`src/rtl/d_shift_reg.sv`:
```
// rtl/d_shift_reg.sv - mode-selected shift/rotate/load register with drain counter
// Optional parity output enabled by defining D_SHIFT_REG_PARITY_EN.
module d_shift_reg #(
  parameter int               WIDTH     = 8,
  parameter logic [WIDTH-1:0] RESET_VAL = '0
) (
  input  logic                         clk,
  input  logic                         R,
  input  logic [WIDTH-1:0]             D,
  input  logic [2:0]                   mode,
  input  logic                         sin,
  output logic [WIDTH-1:0]             Q,
  output logic [WIDTH-1:0]             q,
  output logic                         sout,
  output logic [$clog2(WIDTH+1)-1:0]   cnt,
  output logic                         drained
`ifdef D_SHIFT_REG_PARITY_EN
  ,
  output logic                         par
`endif
);

  localparam int CW = $clog2(WIDTH+1);

  typedef enum logic [2:0] {
    M_HOLD  = 3'b000,
    M_LOAD  = 3'b001,
    M_SHL   = 3'b010,
    M_SHR   = 3'b011,
    M_ROL   = 3'b100,
    M_ROR   = 3'b101,
    M_CLR   = 3'b110,
    M_HOLD2 = 3'b111
  } mode_t;

  logic [WIDTH-1:0] q_next;
  logic [CW-1:0]    cnt_next;
  logic [CW-1:0]    cnt_dec;
  logic             sout_next;

  // Shifts count down the loaded bits but never wrap below zero.
  assign cnt_dec = (cnt == '0) ? '0 : cnt - CW'(1);

  always_comb begin
    q_next    = Q;
    cnt_next  = cnt;
    sout_next = sout;
    case (mode_t'(mode))
      M_LOAD: begin
        q_next   = D;
        cnt_next = CW'(WIDTH);
      end
      M_SHL: begin
        q_next    = {Q[WIDTH-2:0], sin};
        sout_next = Q[WIDTH-1];
        cnt_next  = cnt_dec;
      end
      M_SHR: begin
        q_next    = {sin, Q[WIDTH-1:1]};
        sout_next = Q[0];
        cnt_next  = cnt_dec;
      end
      M_ROL: begin
        q_next    = {Q[WIDTH-2:0], Q[WIDTH-1]};
        sout_next = Q[WIDTH-1];
      end
      M_ROR: begin
        q_next    = {Q[0], Q[WIDTH-1:1]};
        sout_next = Q[0];
      end
      M_CLR: begin
        q_next   = '0;
        cnt_next = '0;
      end
      default: begin
        q_next    = Q;
        cnt_next  = cnt;
        sout_next = sout;
      end
    endcase
  end

  always_ff @(posedge clk) begin
    if (R) begin
      Q    <= RESET_VAL;
      cnt  <= '0;
      sout <= 1'b0;
    end else begin
      Q    <= q_next;
      cnt  <= cnt_next;
      sout <= sout_next;
    end
  end

  assign q       = ~Q;
  assign drained = (cnt == '0);

`ifdef D_SHIFT_REG_PARITY_EN
  assign par = ^Q;
`endif

endmodule
```
`config.mk`:
```
export PLATFORM = sky130hd
export DESIGN_NAME = d_shift_reg
export DESIGN_NICKNAME = d
export VERILOG_FILES = /design/src/rtl/d_shift_reg.sv
export SDC_FILE = /design/constraint.sdc
export NUM_CORES = 1
export LEC_CHECK = 0
export CAP_MARGIN = 5
export CORE_MARGIN = 2
export CORE_UTILIZATION = 30
export CTS_CLUSTER_DIAMETER = 80
export DETAILED_ROUTE_END_ITERATION = 16
export GPL_TIMING_DRIVEN = 1
export HOLD_SLACK_MARGIN = 0.03
export PLACE_DENSITY = 0.56
export RECOVER_POWER = 50
export SYNTH_ARGS = -nofsm -noshare
export SYNTH_HDL_FRONTEND = slang
export SYNTH_SLANG_ARGS = --single-unit
```
`constraint.sdc`:
```
create_clock -name clk -period 1.9 [get_ports clk]
set_clock_uncertainty 0.1 [all_clocks]
set_input_delay 0.285 -clock clk [delete_from_list [all_inputs] [get_ports clk]]
set_output_delay 0.285 -clock clk [all_outputs]
set_load 0.02 [all_outputs]
```
* Word-level counts from Yosys, hierarchy flattened
Index checks and enable logic that the tools add are counted.
** Word-level totals
- Register bits :: 13
- Input bits :: 14
- Output and inout port bits :: 22
- Logic and storage cells :: 22
** Operators by class
- $add $sub $neg :: 1
- Equality and inequality tests :: 6
- Multiplexer cells :: 4
- Bitwise operators :: 1
- Reductions and logical operators :: 7
** Operators with widths (count)
- $pmux 8 s6 :: 1
- $pmux 4 s3 :: 1
- $eq 3x3->1 const B :: 3
- $not 8->8 :: 1
- $eq 3x2->1 const B :: 2
- $reduce_bool 6->1 :: 1
- $reduce_or 2->1 :: 3
- $logic_not 4->1 :: 1
- $mux 4 :: 1
- $sub 4x1->4 const B :: 1
- $eq 3x1->1 const B :: 1
- $reduce_bool 3->1 :: 1
- $pmux 1 s2 :: 1
- $reduce_bool 2->1 :: 1

* Longest topological paths before layout
Gate-level depths: netlist of the first run.
- Depth after elaboration :: 3
- Depth in mapped cells :: 8
- Depth with buffers taken out :: 6

* Least setup slack after synthesis of the first run
Ideal clock, no wire load.
- Path kind :: reg-to-reg
- From :: register cnt[0]
- To :: register cnt[0]
- Setup time :: 0.132 ns
- Data arrival time :: 1.502 ns
- Required time :: 1.668 ns
- Slack :: 0.166 ns
- Cell stages (with the launch flop) :: 5
- Buffers on the path :: 0
- Period minus slack after synthesis :: 1.734 ns
- Cell sequence :: dfxtp_1 nor4_1 nor2_1 a22oi_1 nor2_1
** Between the ends
- Cells in the longest elaborated chain, start to end :: 3
- Elaborated cells on any way between the ends :: 4
** Ends and longest elaborated chain
- start, declared :: RTL line 15 : output logic [$clog2(WIDTH+1)-1:0] cnt,
- start signal, assigned :: RTL line 90 : cnt <= cnt_next;
- $logic_not 4->1
- named net drained :: RTL line 16 : output logic drained
- $mux 4 :: RTL line 42 : assign cnt_dec = (cnt == '0) ? '0 : cnt - CW'(1);
- $pmux 4 s3 :: RTL line 48 : case (mode_t'(mode))
The timed path passes the listed nets, and every way through them passes these cells.
A chain may end at the register's enable or synchronous reset.

* Worst setup path in the final report of the first run
- From :: register Q[4]
- To :: output port q[4]
** Between the ends
- Cells in the longest elaborated chain, start to end :: 1
** Ends and longest elaborated chain
- start, declared :: RTL line 12 : output logic [WIDTH-1:0] Q,
- start signal, assigned :: RTL line 89 : Q <= q_next;
- $not 8->8 :: RTL line 95 : assign q = ~Q;
- end, declared :: RTL line 13 : output logic [WIDTH-1:0] q,
No other way between the ends.

==> metrics.txt, run 1 <==
Critical Path Source=Q[4]$_SDFFE_PP0P_; Syn Area/Cell=7.92 um2; most frequent cells in the layout=28 x clkdlybuf4s50_1, 14 x nor2_1, 13 x dfxtp_1, 13 x a21oi_1, 12 x inv_1; Hold Crit Depth=2; Core Region=approximately 0.003 mm2; Arrival @ worst endpoint=1.41 ns; Net Sw Frac=between 30% and 40%; Seq pwr share=39.3%; Unique masters post-synth=36; WL final=2.65 mm; highest routed layer=met4; Final Max Slew Viols=0; critical path capture point type=output port; hold endpoint=sout$_SDFFE_PP0P_; slew margin rel.=65.7%; Area growth, synth to finish=51.4%; Worst Hold Launch=sout$_SDFFE_PP0P_; clk_lat worst skew=around 0.28 ns; FILL cells=about 290; Post-DP HPWL=2.05 mm; min cycle time layout=1.80 ns; Slew @ Worst Pin=~0.51 ns; Layout Utilization=a little under half; sequential area share after synthesis=28.3%; Post-synth EDFFs=0; RSZ-0062 raised after global routing=no; CTS tree=built; multiplexer share of the synthesized area=under 10%; Syn Nets=132; top_reg_cell synth=dfxtp_1; GPL Wtd Cong=roughly 0.76; Crit path max-delay family=buffers and inverters; first-pass GRT wire length=4.55 mm; Mapped Area=918 um2; # nets final=180; Slowest-stage cell, CP=dlygate4sd3_1; #FFs+latches synth=13; Initial Util=30.8%; adder-cell share of the synthesized area=2.72%; aggregate global-route resource usage=approximately 17%; routed wl met3=134 um; MaxCap Viol Count=0; IO Port Bufs=35; initial antenna violation count=0; post-CTS setup repair buffer count=0; die height=59.3 um; Synth Area in Compound Gates=28.6%; DR pass1 iterations=5; Synth Area in Simple Gates=20.8%; R2R setup slack=0.62 ns; routed vias=993; GR Overflow Total=0; Gate power share=39.0%; H-tree levels=1; DRC=0; final worst-path cycle share=94.5%; clock sink total=13; CP Launch Type=flop; Worst-path clk slew=around 0.090 ns; FF-to-FF Start=cnt[0]$_SDFFE_PP0P_; reg2reg path depth=5; root buf cell=clkbuf_4; Cell Int Power=between 0.5 and 0.6 mW; Crit Path Class=reg2out; CTS buffer count=3; CTS Buffer Depth=2; Leak=0.546 nW; Final Power=0.815 mW; Req. time, crit path=1.51 ns; net load switching power=approximately 0.29 mW; vias in the first global route=1024; clock power share=between 20% and 30%; # IOs=36; status=complete, no violations; placed cells=around 190; Post-synth ARST share=0%; final setup fails=0; fraction of layout cells with a size suffix above 1=a little under a fifth; row count=20; pwr/cell area=between 500 and 600 mW/mm2; Max Fclk=~0.56 GHz; ant diodes=0; r2r endpoint=cnt[3]$_SDFFE_PP0P_; worst-path cell chain=inv_1 -> dlygate4sd3_1; Max rail drop VDD=around 400 uV; critical-path maximum fanout=5; Cells after Synth=116; drt wl/cell=roughly 14 um; largest family of logic cells by synthesized area=compound AO/OA/AOI/OAI gates; DRT iter0 DRCs=26; worst path bufs/invs=2; vias per cell=5.07; xor and xnor area share after synthesis=under 10%; antenna viol nets, final=0; largest net degree at the start of global routing=13; most common cell after layout, fill and taps aside=clkdlybuf4s50_1; Die ar.=about 0.0035 mm2; worst hold path type=reg2reg; Die X=59.3 um; Final Hold Viols=0; Max stage delay on crit path=0.64 ns; Met1 Wirelength=1.17 mm; YS warnings=0; met2 routed WL=1.31 mm; final non-filler cell total=196
-- Yosys cell counts (2+ instances only) --
master	number	area [um2]
nor3_1	2	10.0
buf_4	3	22.5
buf_6	2	22.5
inv_1	12	45.0
nand3_1	2	10.0
o211ai_1	3	22.5
a22oi_1	2	15.0
o22ai_1	3	18.8
nand2_1	4	15.0
o21ai_0	3	15.0
ha_1	2	25.0
dfxtp_1	13	260
nand2b_1	2	12.5
o21ai_2	3	26.3
a211oi_1	2	15.0
a211oi_2	4	50.1
nor2b_1	2	12.5
nor2_2	4	25.0
nor2_1	14	52.6
a21oi_1	13	65.1
mux2i_1	6	60.1
-- registers in the layout, indices dropped and copies added, names as in the netlist --
signal and cells:
Q 8, cnt 4, sout 1
-- timing repair --
item                                    CTS  global route
hold buffers                              0             0
resized for setup                         1             0
endpoints found under the setup margin    1             0
-- area by class of cell --
class | count | area, um2 | share of cell area, %
Tap cell | 33 | 41.3 | 2.97
Multi-Input combinational cell | 85 | 556 | 40.0
Clock buffer | 3 | 22.5 | 1.62
Inverter | 12 | 45.0 | 3.24
Clock inverter | 1 | 5.00 | 0.360
Sequential cell | 13 | 260 | 18.7
Timing Repair Buffer | 49 | 460 | 33.1
-- kinds of logic (layout without fill, tap and decap cells) --
group | after synthesis | count (layout)
AOI/OAI and AO/OA | 38 | 38
xor gates and xnor gates | 2 | 2
adders and majority gates | 2 | 2
buffers and inverters | 18 | 65
DFF | 13 | 13
muxes | 6 | 6
and+or+nand+nor | 37 | 37
-- per-stage QoR --
step	area [um2]	TNS, ns	setup WS, ns	hold slack, ns
2_1_floorplan	918	0	0.166	0.258
3_3_place_gp	1380	-0.0279	-0.0144	0.391
3_5_place_dp	1380	-0.278	-0.0939	0.399
4_1_cts	1410	0	0.113	0.414
5_1_grt	1390	0	0.0272	0.470
6_report	1390	0	0.104	0.406
-- worst register-to-register path, cell delays in order, from the launching register on --
cell,delay [ns]
dfxtp_1,0.32
buf_4,0.15
nor3_1,0.26
nor2_1,0.06
o21ai_0,0.18
a21oi_1,0.10
-- power by group through the flow --
stage | combinational, mW | clock (mW) | sequential (mW)
6_report | 0.318 | 0.177 | 0.320
5_1_grt | 0.345 | 0.203 | 0.324
4_1_cts | 0.329 | 0.183 | 0.321
3_5_place_dp | 0.329 | 0 | 0.327
3_3_place_gp | 0.325 | 0 | 0.326
2_1_floorplan | 0.157 | 0 | 0.345
-- how the worst max path moves through the flow --
stage                                      to  slack (ns)  cells after the start
final                                    q[4]        0.10                      2
after global routing                  drained        0.03                      2
after CTS                                Q[6]        0.11                      1
after detailed placement    Q[5]$_SDFFE_PP0P_       -0.09                      6
after global placement      Q[5]$_SDFFE_PP0P_       -0.01                      6
after floorplan           cnt[0]$_SDFFE_PP0P_        0.17                      4
-- per-layer routing --
metal,vias to the layer above,global-route usage [%]
li1,500,-
met1,458,21.0
met2,31,27.9
met3,4,4.37
met4,0,5.52
met5,-,0
No activity file was read; power rests on OpenSTA's default activity.
==> inputs of run 2 (changes only) <==
--- a/config.mk
+++ b/config.mk
@@ -17,3 +17,4 @@
 export SYNTH_ARGS = -nofsm -noshare
 export SYNTH_HDL_FRONTEND = slang
 export SYNTH_SLANG_ARGS = --single-unit
+export TNS_END_PERCENT = 20
==> results of run 2 <==
Same layout as run 1: the final DEF is identical, and so are final timing and power.
